===== src/rtl/seg7_pkg.sv =====
// rtl/seg7_pkg.sv - shared segment patterns, digit indices and scan FSM states
package seg7_pkg;

    localparam logic [6:0] SEG_0     = 7'b1000000;
    localparam logic [6:0] SEG_1     = 7'b1111001;
    localparam logic [6:0] SEG_2     = 7'b0100100;
    localparam logic [6:0] SEG_3     = 7'b0110000;
    localparam logic [6:0] SEG_4     = 7'b0011001;
    localparam logic [6:0] SEG_5     = 7'b0010010;
    localparam logic [6:0] SEG_6     = 7'b0000010;
    localparam logic [6:0] SEG_7     = 7'b1111000;
    localparam logic [6:0] SEG_8     = 7'b0000000;
    localparam logic [6:0] SEG_9     = 7'b0010000;
    localparam logic [6:0] SEG_BLANK = 7'b1111111;

    localparam logic DIG_UNITS = 1'b0;
    localparam logic DIG_TENS  = 1'b1;

    typedef enum logic {WAIT_U, WAIT_T} scan_state_t;

endpackage


===== src/rtl/seg7_to_bcd.sv =====
// rtl/seg7_to_bcd.sv - active-low 7-segment pattern to BCD digit decoder
module seg7_to_bcd
    import seg7_pkg::*;
(
    input  logic [6:0] seg,
    input  logic       is_tens,
    output logic [3:0] bcd,
    output logic       illegal
);

    always_comb begin
        bcd     = 4'd0;
        illegal = 1'b0;
        case (seg)
            SEG_0:     bcd = 4'd0;
            SEG_1:     bcd = 4'd1;
            SEG_2:     bcd = 4'd2;
            SEG_3:     bcd = 4'd3;
            SEG_4:     bcd = 4'd4;
            SEG_5:     bcd = 4'd5;
            SEG_6:     bcd = 4'd6;
            SEG_7:     bcd = 4'd7;
            SEG_8:     bcd = 4'd8;
            SEG_9:     bcd = 4'd9;
            // leading-zero blanking is only meaningful on the tens digit
            SEG_BLANK: illegal = ~is_tens;
            default:   illegal = 1'b1;
        endcase
    end

endmodule


===== src/rtl/seven_seg_capture.sv =====
// rtl/seven_seg_capture.sv - reconstructs a stable two-digit value from sampled HEX0/HEX1 segments
module seven_seg_capture
    import seg7_pkg::*;
#(
    parameter int STABLE_SCANS = 3,
    parameter int MAX_VALUE    = 20
) (
    input  logic       CLOCK_50,
    input  logic       KEY0,
    input  logic [6:0] SEG_IN,
    input  logic       SEG_DIG,
    input  logic       SEG_VLD,
    input  logic       ERR_CLR,
    output logic [3:0] BCD_ONES,
    output logic [3:0] BCD_TENS,
    output logic [6:0] VALUE,
    output logic       VALUE_VLD,
    output logic       SEG_ERR,
    output logic       RANGE_ERR
);

    localparam logic [3:0] CNT_MAX = 4'(STABLE_SCANS);
    localparam logic [6:0] VAL_MAX = 7'(MAX_VALUE);

    scan_state_t state, state_nxt;
    logic [3:0]  pend_u, cand_t, cand_u, cnt, cnt_nxt;
    logic [3:0]  dec_bcd;
    logic        dec_illegal;
    logic        sample_err, load_units, scan_done, pair_match, accept;
    logic [6:0]  pair_value;

    seg7_to_bcd u_dec (
        .seg     (SEG_IN),
        .is_tens (SEG_DIG),
        .bcd     (dec_bcd),
        .illegal (dec_illegal)
    );

    assign sample_err = SEG_VLD & dec_illegal;
    assign load_units = SEG_VLD & ~dec_illegal & (SEG_DIG == DIG_UNITS);

    always_ff @(posedge CLOCK_50 or negedge KEY0) begin
        if (!KEY0) state <= WAIT_U;
        else       state <= state_nxt;
    end

    always_comb begin
        state_nxt = state;
        scan_done = 1'b0;
        if (SEG_VLD) begin
            if (dec_illegal) begin
                state_nxt = WAIT_U;
            end else begin
                case (state)
                    WAIT_U: if (SEG_DIG == DIG_UNITS) state_nxt = WAIT_T;
                    WAIT_T: if (SEG_DIG == DIG_TENS) begin
                        state_nxt = WAIT_U;
                        scan_done = 1'b1;
                    end
                    default: state_nxt = WAIT_U;
                endcase
            end
        end
    end

    assign pair_match = (dec_bcd == cand_t) && (pend_u == cand_u);
    assign cnt_nxt    = pair_match ? ((cnt == CNT_MAX) ? cnt : cnt + 4'd1) : 4'd1;
    // acceptance fires only on the scan that brings the count up to the threshold
    assign accept     = scan_done && (cnt_nxt == CNT_MAX) && !(pair_match && (cnt == CNT_MAX));
    assign pair_value = ({3'b000, dec_bcd} << 3) + ({3'b000, dec_bcd} << 1) + {3'b000, pend_u};

    always_ff @(posedge CLOCK_50 or negedge KEY0) begin
        if (!KEY0) begin
            pend_u    <= 4'd0;
            cand_t    <= 4'd0;
            cand_u    <= 4'd0;
            cnt       <= 4'd0;
            BCD_ONES  <= 4'd0;
            BCD_TENS  <= 4'd0;
            VALUE     <= 7'd0;
            VALUE_VLD <= 1'b0;
            SEG_ERR   <= 1'b0;
            RANGE_ERR <= 1'b0;
        end else begin
            VALUE_VLD <= 1'b0;
            if (load_units) pend_u <= dec_bcd;
            if (sample_err) begin
                cnt <= 4'd0;
            end else if (scan_done) begin
                cnt <= cnt_nxt;
                if (!pair_match) begin
                    cand_t <= dec_bcd;
                    cand_u <= pend_u;
                end
            end
            if (accept) begin
                BCD_TENS  <= dec_bcd;
                BCD_ONES  <= pend_u;
                VALUE     <= pair_value;
                VALUE_VLD <= (pair_value != VALUE);
            end
            SEG_ERR   <= sample_err | (SEG_ERR & ~ERR_CLR);
            RANGE_ERR <= (accept && (pair_value > VAL_MAX)) | (RANGE_ERR & ~ERR_CLR);
        end
    end

endmodule


===== config.mk =====
export PLATFORM = sky130hd
export DESIGN_NAME = seven_seg_capture
export DESIGN_NICKNAME = d
export VERILOG_FILES = /design/src/rtl/seg7_pkg.sv /design/src/rtl/seg7_to_bcd.sv /design/src/rtl/seven_seg_capture.sv
export SDC_FILE = /design/constraint.sdc
export NUM_CORES = 1
export LEC_CHECK = 0
export CORE_MARGIN = 2
export CORE_UTILIZATION = 40
export DETAILED_ROUTE_END_ITERATION = 7
export GPL_ROUTABILITY_DRIVEN = 0
export GPL_TIMING_DRIVEN = 0
export MAX_ROUTING_LAYER = met4
export PLACE_DENSITY = 0.67
export SYNTH_ARGS = -nofsm -noshare
export SYNTH_HDL_FRONTEND = slang
export SYNTH_HIERARCHICAL = 1
export SYNTH_SLANG_ARGS = --single-unit

===== constraint.sdc =====
create_clock -name CLOCK_50 -period 4.21 [get_ports CLOCK_50]
set_input_delay 0.421 -clock CLOCK_50 [delete_from_list [all_inputs] [get_ports CLOCK_50]]
set_output_delay 0.421 -clock CLOCK_50 [all_outputs]
set_load 0.05 [all_outputs]

==> results of run 1 <==
[flip-flops by register name, indices dropped and copies added (netlist names), 4 cells and up]
signal and cells:
BCD_TENS 4, pend_u 4, VALUE 6, cand_u 4, cand_t 4, BCD_ONES 4
cnt 4
[cell usage in the layout, fill, tap and decap left out, types with 2 or more instances in the layout]
cell / netlist / routed
a21o_1: 2 / 2
clkdlybuf4s50_1: 0 / 26
fa_1: 2 / 2
mux2i_1: 2 / 2
clkbuf_8: 0 / 5
or3_1: 2 / 2
nand3_1: 7 / 7
buf_2: 1 / 2
nand2_1: 9 / 9
ha_1: 8 / 8
o21ai_0: 9 / 9
dfrtp_1: 34 / 34
inv_1: 16 / 15
xnor2_1: 13 / 13
mux2_4: 6 / 6
nor2_1: 7 / 7
and3_1: 3 / 3
buf_6: 2 / 2
clkbuf_1: 0 / 2
xor2_1: 7 / 7
nand3b_1: 2 / 2
nand2b_1: 2 / 2
nor3b_1: 2 / 2
nor3_1: 4 / 4
mux2_2: 16 / 16
a21oi_1: 5 / 5
nor4_1: 3 / 3
[final timing paths]
check | from | endpoint | slack (ps)
min in group CLOCK_50 | cand_t[2] | cand_t[2] | 510
max in group asynchronous | KEY0 | pend_u[1] | 3530
min reg2reg | cand_t[2] | cand_t[2] | 510
max | SEG_IN[0] | RANGE_ERR | 210
max reg2reg | pend_u[3] | RANGE_ERR | 1510
min | KEY0 | RANGE_ERR | 210
[critical path: stages]
cell and delay (ps):
clkdlybuf4s50_1 540, or3b_4 460, a2111oi_4 370, nor2_1 130, inv_2 140, inv_1 80
fa_1 490, fa_1 470, nand2b_1 160, a21oi_1 150, xor2_1 130, or3_1 430
a22o_1 200
[cell type report]
type / instances / share of cell area (%)
multi-input cells: 131 / 44.4
flip-flops and latches: 34 / 33.9
repair buffers: 27 / 10.6
well taps: 70 / 3.49
clock buffers: 7 / 3.04
inverters: 16 / 2.39
plain buffers: 5 / 2.19
[where the power goes]
group	internal, uW	switching [uW]	leakage (uW)	total (uW)
combinational	40.7	55.5	0.000665	96.2
sequential	332	7.16	0.000459	339
clock	114	109	0.0000383	223
[cell usage after synthesis, drive strengths merged, types with 2 or more instances]
library cell,n,area share [%]
mux2i,2,0.96
nand3,7,1.7
inv,16,2.9
and3,3,0.90
nor2,7,1.3
o21ai,9,2.2
nor4,3,0.90
mux2,22,13
nor3,5,1.7
xnor2,13,5.5
ha,8,4.8
or3,2,0.60
nand3b,2,0.72
xor2,7,3.0
buf,5,2.7
nand2b,2,0.60
nand4b,2,1.6
a21oi,5,1.2
nand4,2,0.90
nand2,9,1.6
nor3b,2,0.72
fa,2,1.9
dfrtp,34,41
a21o,3,1.1
[through the flow]
step           instance area [um2]  setup TNS (ps)  std cells  util [%]
3_3_place_gp                  2430            -224        283      48.0
5_1_grt                       2510               0        290      49.5
4_1_cts                       2510               0        290      49.4
3_5_place_dp                  2430            -215        283      47.9
6_report                      2510               0        290      49.5
2_1_floorplan                 2080               0        186         -
[logic make-up (layout without fill, tap and decap cells)]
kind of cell	Yosys count	in the layout	share of synthesized area, %
muxes	24	24	14.0
adders and majority gates	10	10	6.75
xor gates and xnor gates	20	20	8.43
AOI/OAI and AO/OA	28	28	9.88
DFF	34	34	41.0
and+or+nand+nor	49	49	14.5
buffers and inverters	21	55	5.54
[layer usage]
layer  vias up  track usage (%)  part of all wire (%)
met2        32             21.9                    47
met5         -                -                     0
met1       694             20.8                    51
met3         0             3.91                   2.8
li1        725                -                     -
met4         0             3.82                     0
==> metrics.md, run 1 <==
| Metric | Value |
|---|---|
| Final WS setup | `212 ps` |
| First-pass GRT wire length | `6790 um` |
| Sequential area share after synthesis | `41.0%` |
| Netlist area before placement | `2080 um2` |
| # fillers | `489` |
| Total power | `658 uW` |
| Cell Pwr Density | `262 nW/um2` |
| Yosys reg bits | `34` |
| Register area | `851 um2` |
| Final setup fails | `0` |
| Pin count of the biggest net entering global routing | `35` |
| CTS sink count | `34` |
| Area grow syn2layout | `20.9%` |
| CTS buffer count | `5` |
| CTS hold repair buffers | `0` |
| Leakage | `0.00116 uW` |
| Num rows | `26` |
| Vias/cell | `5.00` |
| Multi-input gate area | `1120 um2` |
| Fin crit period | `4000 ps` |
| Total grt overflow | `0` |
| Chip Height | `76.1 um` |
| Worst min-delay path class | `in -> async` |
| Clock Tree Buf Depth | `2` |
| Distinct cell type count after synthesis | `46` |
| Post-DR wirelength/cell | `13.3 um` |
| Crit path DAT | `4170 ps` |
| Max Slew Vio Count | `0` |
| Antenna violations before repair | `0` |
| 1st-iter DRT viols | `62` |
| Final Net Count | `242` |
| Mean Syn Cell Area | `11.2 um2` |
| Critical Path RT | `4380 ps` |
| Max-cap violations | `0` |
| WL final | `3850 um` |
| I/O Buffers | `27` |
| Initial Util | `40.9%` |
| Postcts setup bufs | `0` |
| Worst Setup End Kind | `register` |
| Max Clk Rate | `250 MHz` |
| R2R depth | `8` |
| Post-route ant nets | `0` |
| Yosys warning count | `6` |
| CTS tree | `built` |
| Setup CP Type | `in -> reg` |
| Post-synthesis net count | `208` |
| Outcome | `finished, final reports clean` |
| Total core area | `5070 um2` |
| Final Cycle Share | `95.0%` |
| RSZ-0062 raised after global routing | `no` |
| CP startpoint kind | `input port` |
| GRT Resource Usage Total | `14.9%` |
| Antenna diode count | `0` |
| DP HPWL | `2820 um` |
| # IOs | `30` |
| FFs w/ async S/R, synth | `100%` |
| Vias in the first global route | `1384` |
| Die width | `76.1 um` |
| Clock Tree Root | `clkbuf_8` |
| # H-tree levels | `2` |
| Post-Synthesis Cells | `186` |
| DP Worst Slack | `-139 ps` |
| Final hold viol count | `0` |
| Worst slew pin tran | `872 ps` |
| Critical-path maximum fanout | `8` |
| Top_reg_cell synth | `dfrtp_1` |
| Fin Hold WS | `207 ps` |
| TritonRoute pass-1 iters | `4` |
| Clock Latency Late Sink | `280 ps` |
| DR DRC count | `0` |
| Share of cells above drive strength 1 | `19.1%` |
| Worst VDD drop | `191 uV` |
| Clock Skews | `3.03 ps` |
| Resized cells post-CTS | `0` |
| Die Area | `5790 um2` |
| EDFF count, synth | `0` |
| Via Count | `1451` |
| Worst-path clk slew | `60 ps` |
| Slew Limit Headroom | `41.7%` |
Note: power is estimated with default switching activity, not from simulation.
==> run 2, diff against run 1 <==
--- a/config.mk
+++ b/config.mk
@@ -12,6 +12,7 @@
 export GPL_TIMING_DRIVEN = 0
 export MAX_ROUTING_LAYER = met4
 export PLACE_DENSITY = 0.67
+export SLEW_MARGIN = 25
 export SYNTH_ARGS = -nofsm -noshare
 export SYNTH_HDL_FRONTEND = slang
 export SYNTH_HIERARCHICAL = 1
==> metrics.md, run 2 (synthesis gave the netlist of run 1 again) <==
| Metric | Value |
|---|---|
| Outcome | `finished, final reports clean` |
| Top reg by flops | `VALUE` |
| Final core utilization | `50.7% (+1.2 points)` |
| Clock Skews | `7.67 ps (+4.64 ps)` |
| GRT Resource Usage Total | `14.7% (-0.22 points)` |
| Final WS setup | `224 ps (+11.5 ps)` |
| Worst Setup End Kind | `register` |
| Max Clk Rate | `251 MHz (+0.29%)` |
| Most frequent cells in the layout | `dfrtp_1 (34), clkdlybuf4s50_1 (26), mux2_2 (16), inv_1 (15), xnor2_1 (13)` |
| Max Used Layer | `met4` |
| Max-cap violations | `0 (unchanged)` |
| Share of cells above drive strength 1 | `20.7% (+1.6 points)` |
| DP HPWL | `2910 um (+3.2%)` |
| # fillers | `485 (-0.82%)` |
| RSZ-0062 raised after global routing | `no` |
| Non-Filler Instances | `292 (+0.69%)` |
| Wl on met1 | `1880 um (-3.7%)` |
| Dpl cells | `284 (+0.35%)` |
| Pin count of the biggest net entering global routing | `25 (-29%)` |
| Final setup fails | `0 (unchanged)` |
| DR DRC count | `0 (unchanged)` |
| Vias/cell | `4.97 (-0.62%)` |
| Multi-input gate area | `1120 um2 (unchanged)` |
| Wire length on met2 | `1780 um (-0.78%)` |
| Routed wl met3 | `138 um (+27%)` |
| Fin Hold WS | `14.7 ps (-192 ps)` |
| Vias in the first global route | `1393 (+0.65%)` |
| Area grow syn2layout | `23.8%` |
| Worst VDD drop | `175 uV (-8.3%)` |
| R2R depth | `8 (unchanged)` |
| Die Area | `5790 um2 (unchanged)` |
| Post-route ant nets | `0 (unchanged)` |
| Post-DR wirelength/cell | `13.1 um (-1.4%)` |
| Crit path DAT | `4160 ps (about the same)` |
| # H-tree levels | `2 (unchanged)` |
| Worst slew pin tran | `868 ps (-4.14 ps)` |
| TritonRoute pass-1 iters | `4 (unchanged)` |
| Num rows | `26 (unchanged)` |
| Slew Limit Headroom | `42.0% (+0.28 points)` |
| Setup CP Type | `in -> reg` |
| Antenna violations before repair | `0 (unchanged)` |
| Clock Tree Root | `clkbuf_8` |
| CTS buffer count | `5 (unchanged)` |
| Critical Path RT | `4380 ps (about the same)` |
| Die width | `76.1 um (unchanged)` |
| Final Cycle Share | `94.7% (-0.27 points)` |
| Initial Util | `40.9% (unchanged)` |
| First-pass GRT wire length | `6670 um (-1.7%)` |
| DP Worst Slack | `-130 ps (+8.45 ps)` |
| Final Net Count | `243 (+0.41%)` |
| Via Count | `1452 (+0.069%)` |
| Final hold viol count | `0 (unchanged)` |
| Total grt overflow | `0 (unchanged)` |
| Commonest non-fill, non-tap cell in the layout | `dfrtp_1` |
| CTS sink count | `34 (unchanged)` |
| Antenna diode count | `0 (unchanged)` |
| Leakage | `0.00119 uW (+2.8%)` |
| CTS hold repair buffers | `0 (unchanged)` |
| CTS tree | `built` |
| CP startpoint kind | `input port` |
| Worst-path clk slew | `70 ps (about the same)` |
| Postcts setup bufs | `0 (unchanged)` |
| Fin crit period | `3990 ps (-11.5 ps)` |
| 1st-iter DRT viols | `62 (unchanged)` |
| Total core area | `5070 um2 (unchanged)` |
| Number of flip-flops in the largest register | `6 (unchanged)` |
| Clock Latency Late Sink | `290 ps (about the same)` |
| Worst min-delay path class | `in -> async` |
| Clock Tree Buf Depth | `2 (unchanged)` |
| # IOs | `30 (unchanged)` |
| Critical-path maximum fanout | `8 (unchanged)` |
| Cell Pwr Density | `285 nW/um2 (+8.7%)` |
| Total power | `733 uW (+11%)` |
| WL final | `3820 um (-0.75%)` |
| Max Slew Vio Count | `0 (unchanged)` |
| I/O Buffers | `27 (unchanged)` |
| Register area | `851 um2 (unchanged)` |
| Chip Height | `76.1 um (unchanged)` |
run 2: changes by cell type in the layout (fill, tap and decap cells not counted), sizes merged:
cell | previous run | this run
bufinv | 0 | 1
clkbuf | 7 | 5
buf | 6 | 7
clkinv | 0 | 2
run 2: through the flow:
stage / instance area [um2] / setup TNS [ps]
floorplan: 2080 / 0
global placement: 2430 / -224
detailed placement: 2460 / -208
CTS: 2570 / 0
global route: 2570 / 0
finish: 2570 / 0
run 2: final cells by class:
cell class              instances  area share (%)
multi-input cells             131            43.4
flip-flops and latches         34            33.1
repair buffers                 28            11.4
well taps                      70            3.41
clock buffers                   5            2.68
inverters                      16            2.34
plain buffers                   5            2.14
clock inverters                 3            1.56
run 2: report_power, final:
| group | leakage [uW] | total (uW) | switching [uW] | internal (uW) |
|---|---|---|---|---|
| registers | 0.000459 | 339 | 7.14 | 332 |
| clock network | 0.0000579 | 295 | 121 | 174 |
| logic | 0.000678 | 99.1 | 55.8 | 43.3 |
run 2: critical path, stage by stage:
cell and delay, ps:
clkdlybuf4s50_1 540, or3b_4 470, a2111oi_4 370, nor2_1 120, inv_2 130, inv_1 80, fa_1 490, fa_1 470
nand2b_1 160, a21oi_1 150, xor2_1 120, or3_1 420, a22o_1 200
run 2: per-layer routing:
metal | global-route usage (%) | up-vias
met2 | 22.1 | 25
li1 | - | 722
met4 | 4.36 | 0
met1 | 19.8 | 701
met5 | - | -
met3 | 3.67 | 4
run 2: worst paths after layout:
| kind | from | to | slack, ps |
|---|---|---|---|
| worst max-delay path | SEG_IN[0] | RANGE_ERR | 220 |
| worst min-delay path | KEY0 | VALUE[5] | 10 |
| worst max register to register | pend_u[3] | RANGE_ERR | 1520 |
| worst min register to register | cand_t[2] | cand_t[2] | 510 |
| max in group asynchronous | KEY0 | cnt[3] | 3780 |
| min in group CLOCK_50 | cand_t[2] | cand_t[2] | 510 |
run 2: what timing repair did:
| action | in CTS | in global routing |
|---|---|---|
| endpoints found under the setup margin | 0 | 2 |
| resized for setup | 0 | 2 |
| hold endpoints to repair | 0 | 0 |
==> run 3, diff against run 2 <==
--- a/config.mk
+++ b/config.mk
@@ -10,6 +10,7 @@
 export DETAILED_ROUTE_END_ITERATION = 7
 export GPL_ROUTABILITY_DRIVEN = 0
 export GPL_TIMING_DRIVEN = 0
+export HOLD_SLACK_MARGIN = 0.08
 export MAX_ROUTING_LAYER = met4
 export PLACE_DENSITY = 0.67
 export SLEW_MARGIN = 25
==> metrics.md, run 3 (synthesis gave the netlist of run 1 again) <==
| Metric | Value |
|---|---|
| Max-cap violations | `0 (unchanged)` |
| Clock Latency Late Sink | `290 ps (about the same)` |
| R2r startpoint | `pend_u[3]` |
| Critical Path RT | `4380 ps (about the same)` |
| Worst R2R End | `RANGE_ERR` |
| Antenna violations before repair | `0 (unchanged)` |
| Area grow syn2layout | `24.3%` |
| Total core area | `5070 um2 (unchanged)` |
| Clock Tree Root | `clkbuf_8` |
| Fin crit period | `3980 ps (-7.43 ps)` |
| R2R depth | `8 (unchanged)` |
| DR DRC count | `0 (unchanged)` |
| Crit path DAT | `4150 ps (about the same)` |
| Initial Util | `40.9% (unchanged)` |
| Final Net Count | `244 (+0.41%)` |
| Worst-path clk slew | `70 ps (about the same)` |
| GRT Resource Usage Total | `14.8% (+0.052 points)` |
| Pint | `550 uW (+0.11%)` |
| Total grt overflow | `0 (unchanged)` |
| WHS Path Cells | `2` |
| Logic pwr share | `13.6% (about the same)` |
| Post-route ant nets | `0 (unchanged)` |
| Setup CP Type | `in -> reg` |
| # H-tree levels | `2 (unchanged)` |
| Final setup fails | `0 (unchanged)` |
| Top reg by flops | `VALUE` |
| Dpl cells | `284 (unchanged)` |
| RSZ-0062 raised after global routing | `no` |
| Final hold viol count | `0 (unchanged)` |
| Hold endpoint | `cand_t[2]` |
| Sw power | `184 uW (about the same)` |
| Slew Limit Headroom | `41.7% (-0.33 points)` |
| Share of cells above drive strength 1 | `20.6% (-0.093 points)` |
| # IOs | `30 (unchanged)` |
| TritonRoute pass-1 iters | `4 (unchanged)` |
| Die Area | `5790 um2 (unchanged)` |
| Clock network fraction of design power | `40.2% (about the same)` |
| Antenna diode count | `0 (unchanged)` |
| Num rows | `26 (unchanged)` |
| 1st-iter DRT viols | `81 (+31%)` |
| Clock Tree Buf Depth | `2 (unchanged)` |
| Sequential Power Share | `46.2% (about the same)` |
| Postcts setup bufs | `0 (unchanged)` |
| Critical-path maximum fanout | `8 (unchanged)` |
| Chip Height | `76.1 um (unchanged)` |
| Total power | `734 uW (+0.11%)` |
| Worst slew pin tran | `873 ps (+4.99 ps)` |
| WL final | `3840 um (+0.50%)` |
| Max Slew Vio Count | `0 (unchanged)` |
| Reg2Reg Setup Slack | `1510 ps (about the same)` |
| CTS sink count | `34 (unchanged)` |
| Leakage | `0.00120 uW (+0.35%)` |
| Cell Pwr Density | `284 nW/um2 (-0.28%)` |
| Clock Skews | `7.67 ps (unchanged)` |
| Commonest non-fill, non-tap cell in the layout | `dfrtp_1` |
| Worst Setup End Kind | `register` |
| Outcome | `finished, final reports clean` |
| Max Clk Rate | `251 MHz (+0.19%)` |
| Vias in the first global route | `1400 (+0.50%)` |
| Final Cycle Share | `94.5% (-0.18 points)` |
| Non-Filler Instances | `293 (+0.34%)` |
| Vias/cell | `4.97 (about the same)` |
| CTS tree | `built` |
| Post-DR wirelength/cell | `13.1 um (+0.15%)` |
| DP HPWL | `2910 um (unchanged)` |
| First-pass GRT wire length | `6700 um (+0.40%)` |
| # fillers | `484 (-0.21%)` |
| Via Count | `1456 (+0.28%)` |
| I/O Buffers | `27 (unchanged)` |
| Most frequent cells in the layout | `dfrtp_1 (34), clkdlybuf4s50_1 (26), mux2_2 (16), inv_1 (15), xnor2_1 (13)` |
| Die width | `76.1 um (unchanged)` |
| CTS buffer count | `5 (unchanged)` |
| Worst min-delay path class | `reg -> reg` |
| Switching share of power | `25.0% (about the same)` |
| Number of flip-flops in the largest register | `6 (unchanged)` |
| CP startpoint kind | `input port` |
| HP Start | `cand_t[2]` |
| Pin count of the biggest net entering global routing | `25 (unchanged)` |
| Worst VDD drop | `175 uV (about the same)` |
[run 3: worst max-delay path by stage]
stage | startpoint | end | slack [ps] | depth (start not counted)
final | SEG_IN[0] | RANGE_ERR | 230 | 13
after floorplan | SEG_IN[1] | RANGE_ERR | 640 | 13
after global routing | SEG_IN[0] | RANGE_ERR | 60 | 13
after global placement | SEG_IN[0] | RANGE_ERR | -140 | 13
after CTS | SEG_IN[0] | RANGE_ERR | 150 | 13
after detailed placement | SEG_IN[0] | RANGE_ERR | -130 | 13
[run 3: timing repair]
action | CTS | global route
setup endpoints to repair | 0 | 2
resized for setup | 0 | 2
endpoints found under the hold margin | 10 | 0
hold buffers | 1 | 0
[run 3: power by group through the flow]
| stage | combinational [uW] | sequential [uW] | clock (uW) |
|---|---|---|---|
| after detailed placement | 99.9 | 345 | 0 |
| after floorplan | 60.6 | 346 | 0 |
| after global placement | 95.8 | 345 | 0 |
| after CTS | 101 | 339 | 301 |
| final | 99.8 | 339 | 295 |
| after global routing | 112 | 340 | 318 |
[run 3: layout make-up]
type,count,area (um2),share of cell area [%]
multi-input combinational,131,1120,43.2
sequential,34,851,33.0
timing repair buffer,29,303,11.7
tap,70,87.6,3.39
clock buffer,5,68.8,2.67
inverter,16,60.1,2.33
buffer,5,55.1,2.13
clock inverter,3,40.0,1.55
[run 3: worst max-delay path: stages]
cell,delay (ps)
clkdlybuf4s50_1,540
or3b_4,470
a2111oi_4,370
nor2_1,120
inv_2,130
inv_1,80
fa_1,490
fa_1,470
nand2b_1,160
a21oi_1,150
xor2_1,120
or3_1,420
a22o_1,200
[run 3: stage by stage]
stage | hold WS, ps | setup TNS (ps) | setup WS (ps) | cell area [um2] | util, %
3_3_place_gp | 495 | -224 | -145 | 2430 | 48.0
3_5_place_dp | 334 | -208 | -130 | 2460 | 48.4
2_1_floorplan | 125 | 0 | 642 | 2080 | -
5_1_grt | 534 | 0 | 59.4 | 2580 | 50.9
4_1_cts | 513 | 0 | 155 | 2580 | 50.8
6_report | 509 | 0 | 231 | 2580 | 50.9
[run 3: layer usage]
metal  vias to the layer above  track usage (%)  routed length, um
li1                        725                -                  -
met1                       701             19.9               1880
met3                         4             3.67                148
met4                         0             4.36                 28
met2                        26             22.2               1780
met5                         -                -                  0
==> edit 1: new RTL, flow settings as in run 1 <==
Change the parameter `MAX_VALUE` from 20 to 16.
--- a/src/rtl/seven_seg_capture.sv
+++ b/src/rtl/seven_seg_capture.sv
@@ -3,7 +3,7 @@
     import seg7_pkg::*;
 #(
     parameter int STABLE_SCANS = 3,
-    parameter int MAX_VALUE    = 20
+    parameter int MAX_VALUE    = 16
 ) (
     input  logic       CLOCK_50,
     input  logic       KEY0,
Function: changed (a bounded check fails within 10 cycles, from zero or initial values).
==> edit 1 against run 1 <==
Wire length up 5.5%; global-route usage up 0.40 points; cell area up 0.20%; area after synthesis up 0.12%; power down 0.11%; non-clock buffer count unchanged; sequential cell count unchanged; setup slack worse by 0.022 ns; critical path type unchanged; first-iteration DRC count down 18%; core utilization up 0.099 points.
==> edit 1: results <==
[power]
combPwrFrac = 0.148
p_sw_frac = 0.260
leakage_nw = 1.16
irDropWorstVdd_v = 0.000195
p_int_w = 0.000487

[finish]
fillers = 490
nets = 238
drive_gt1_frac = 0.204
final_cell_count_no_fill = 286

[placement]
postPlaceCellArea_um2 = 2430
place_ws_ns = -0.310
place_hpwl_um = 2920
placed_cells = 279

[drt]
viasPerCell = 5.07
wl_per_cell_um = 14.2
initialDrtViolationCount = 51

[grt]
antenna_found_initial = 0
grt_pass1_vias = 1389
grtUsageMet1 = 0.189
grt.total_usage = 0.153
grt_pass1_wl_um = 6840
gr-usage-met3 = 0.0450
use_met2 = 0.246

[sta]
finalSetupViolCount = 0
clock_skew_ns = 0.00512
whs_ns = 0.207
slew_headroom = 0.321

[worst_setup_path]
reg2reg_slack_ns = 1.45
r2r-start = "pend_u[3]"
critPathArrivalTime_ns = 4.18
reg2reg_to = "VALUE_VLD"

[clocking]
cts_resized = 1
clk_path_buf_depth = 2
cts_max_level = 2
cts_setup_buffers = 0
clk_pin_slew_ns = 0.06

[status]
status = "finished, final reports clean"

[logic_synthesis]
synthFlopType = "dfrtp_1"
syn_avg_cell_area_um2 = 11.4
synth_cell_type_count = 49
ys_seq_area_frac = 0.409
synth_nets = 204
synthTopCellsByCount = "34 x dfrtp_1, 17 x inv_1, 17 x mux2_2, 14 x xnor2_1, 8 x ha_1"
synthTopCellsByArea = "dfrtp_1 41%, mux2_2 9.2%, xnor2_1 5.9%"

[worst_hold_path]
hold_path.class = "in -> async"
edit 1: per-layer routing:
layer  vias up  share of wire  wire [um]
met4         0         0.0074         30
met2        27           0.48       1940
li1        715              -          -
met1       703           0.47       1920
met3         5          0.043        174
met5         -              0          0
edit 1: worst max-delay path, delay by kind of cell:
family	cells	cell delay, ns
compound gates	3	1.01
xor+xnor	2	0.36
fa+ha+maj	2	0.94
buf+inv	3	0.72
simple gates	3	0.72
edit 1: area by class of cell:
class / instances / area, um^2 / share of cell area
multi-input combinational: 126 / 1110 / 0.443
sequential: 34 / 851 / 0.338
timing repair buffer: 27 / 268 / 0.106
tap: 70 / 87.6 / 0.0348
clock buffer: 7 / 76.3 / 0.0303
inverter: 17 / 63.8 / 0.0254
buffer: 5 / 55.1 / 0.0219
edit 1: how the worst max path moves through the flow:
| stage | endpoint | startpoint | slack (ns) | depth (start not counted) |
|---|---|---|---|---|
| after floorplan | VALUE_VLD | SEG_IN[1] | 0.52 | 13 |
| after global placement | VALUE_VLD | SEG_IN[4] | -0.26 | 11 |
| after detailed placement | VALUE_VLD | SEG_IN[5] | -0.31 | 11 |
| after CTS | VALUE_VLD | SEG_IN[0] | 0.07 | 13 |
| after global routing | VALUE_VLD | SEG_IN[3] | 0.02 | 13 |
| final | VALUE_VLD | SEG_IN[3] | 0.19 | 13 |
edit 1: kinds of logic after synthesis:
logic type,after synthesis,share of synthesized area
adder cells (fa/ha/maj),10,0.0674
AO/OA/AOI/OAI,28,0.108
XOR/XNOR,19,0.0800
buffers and inverters,22,0.0572
multiplexers,25,0.145
flip-flops,34,0.409
AND/OR/NAND/NOR,44,0.134
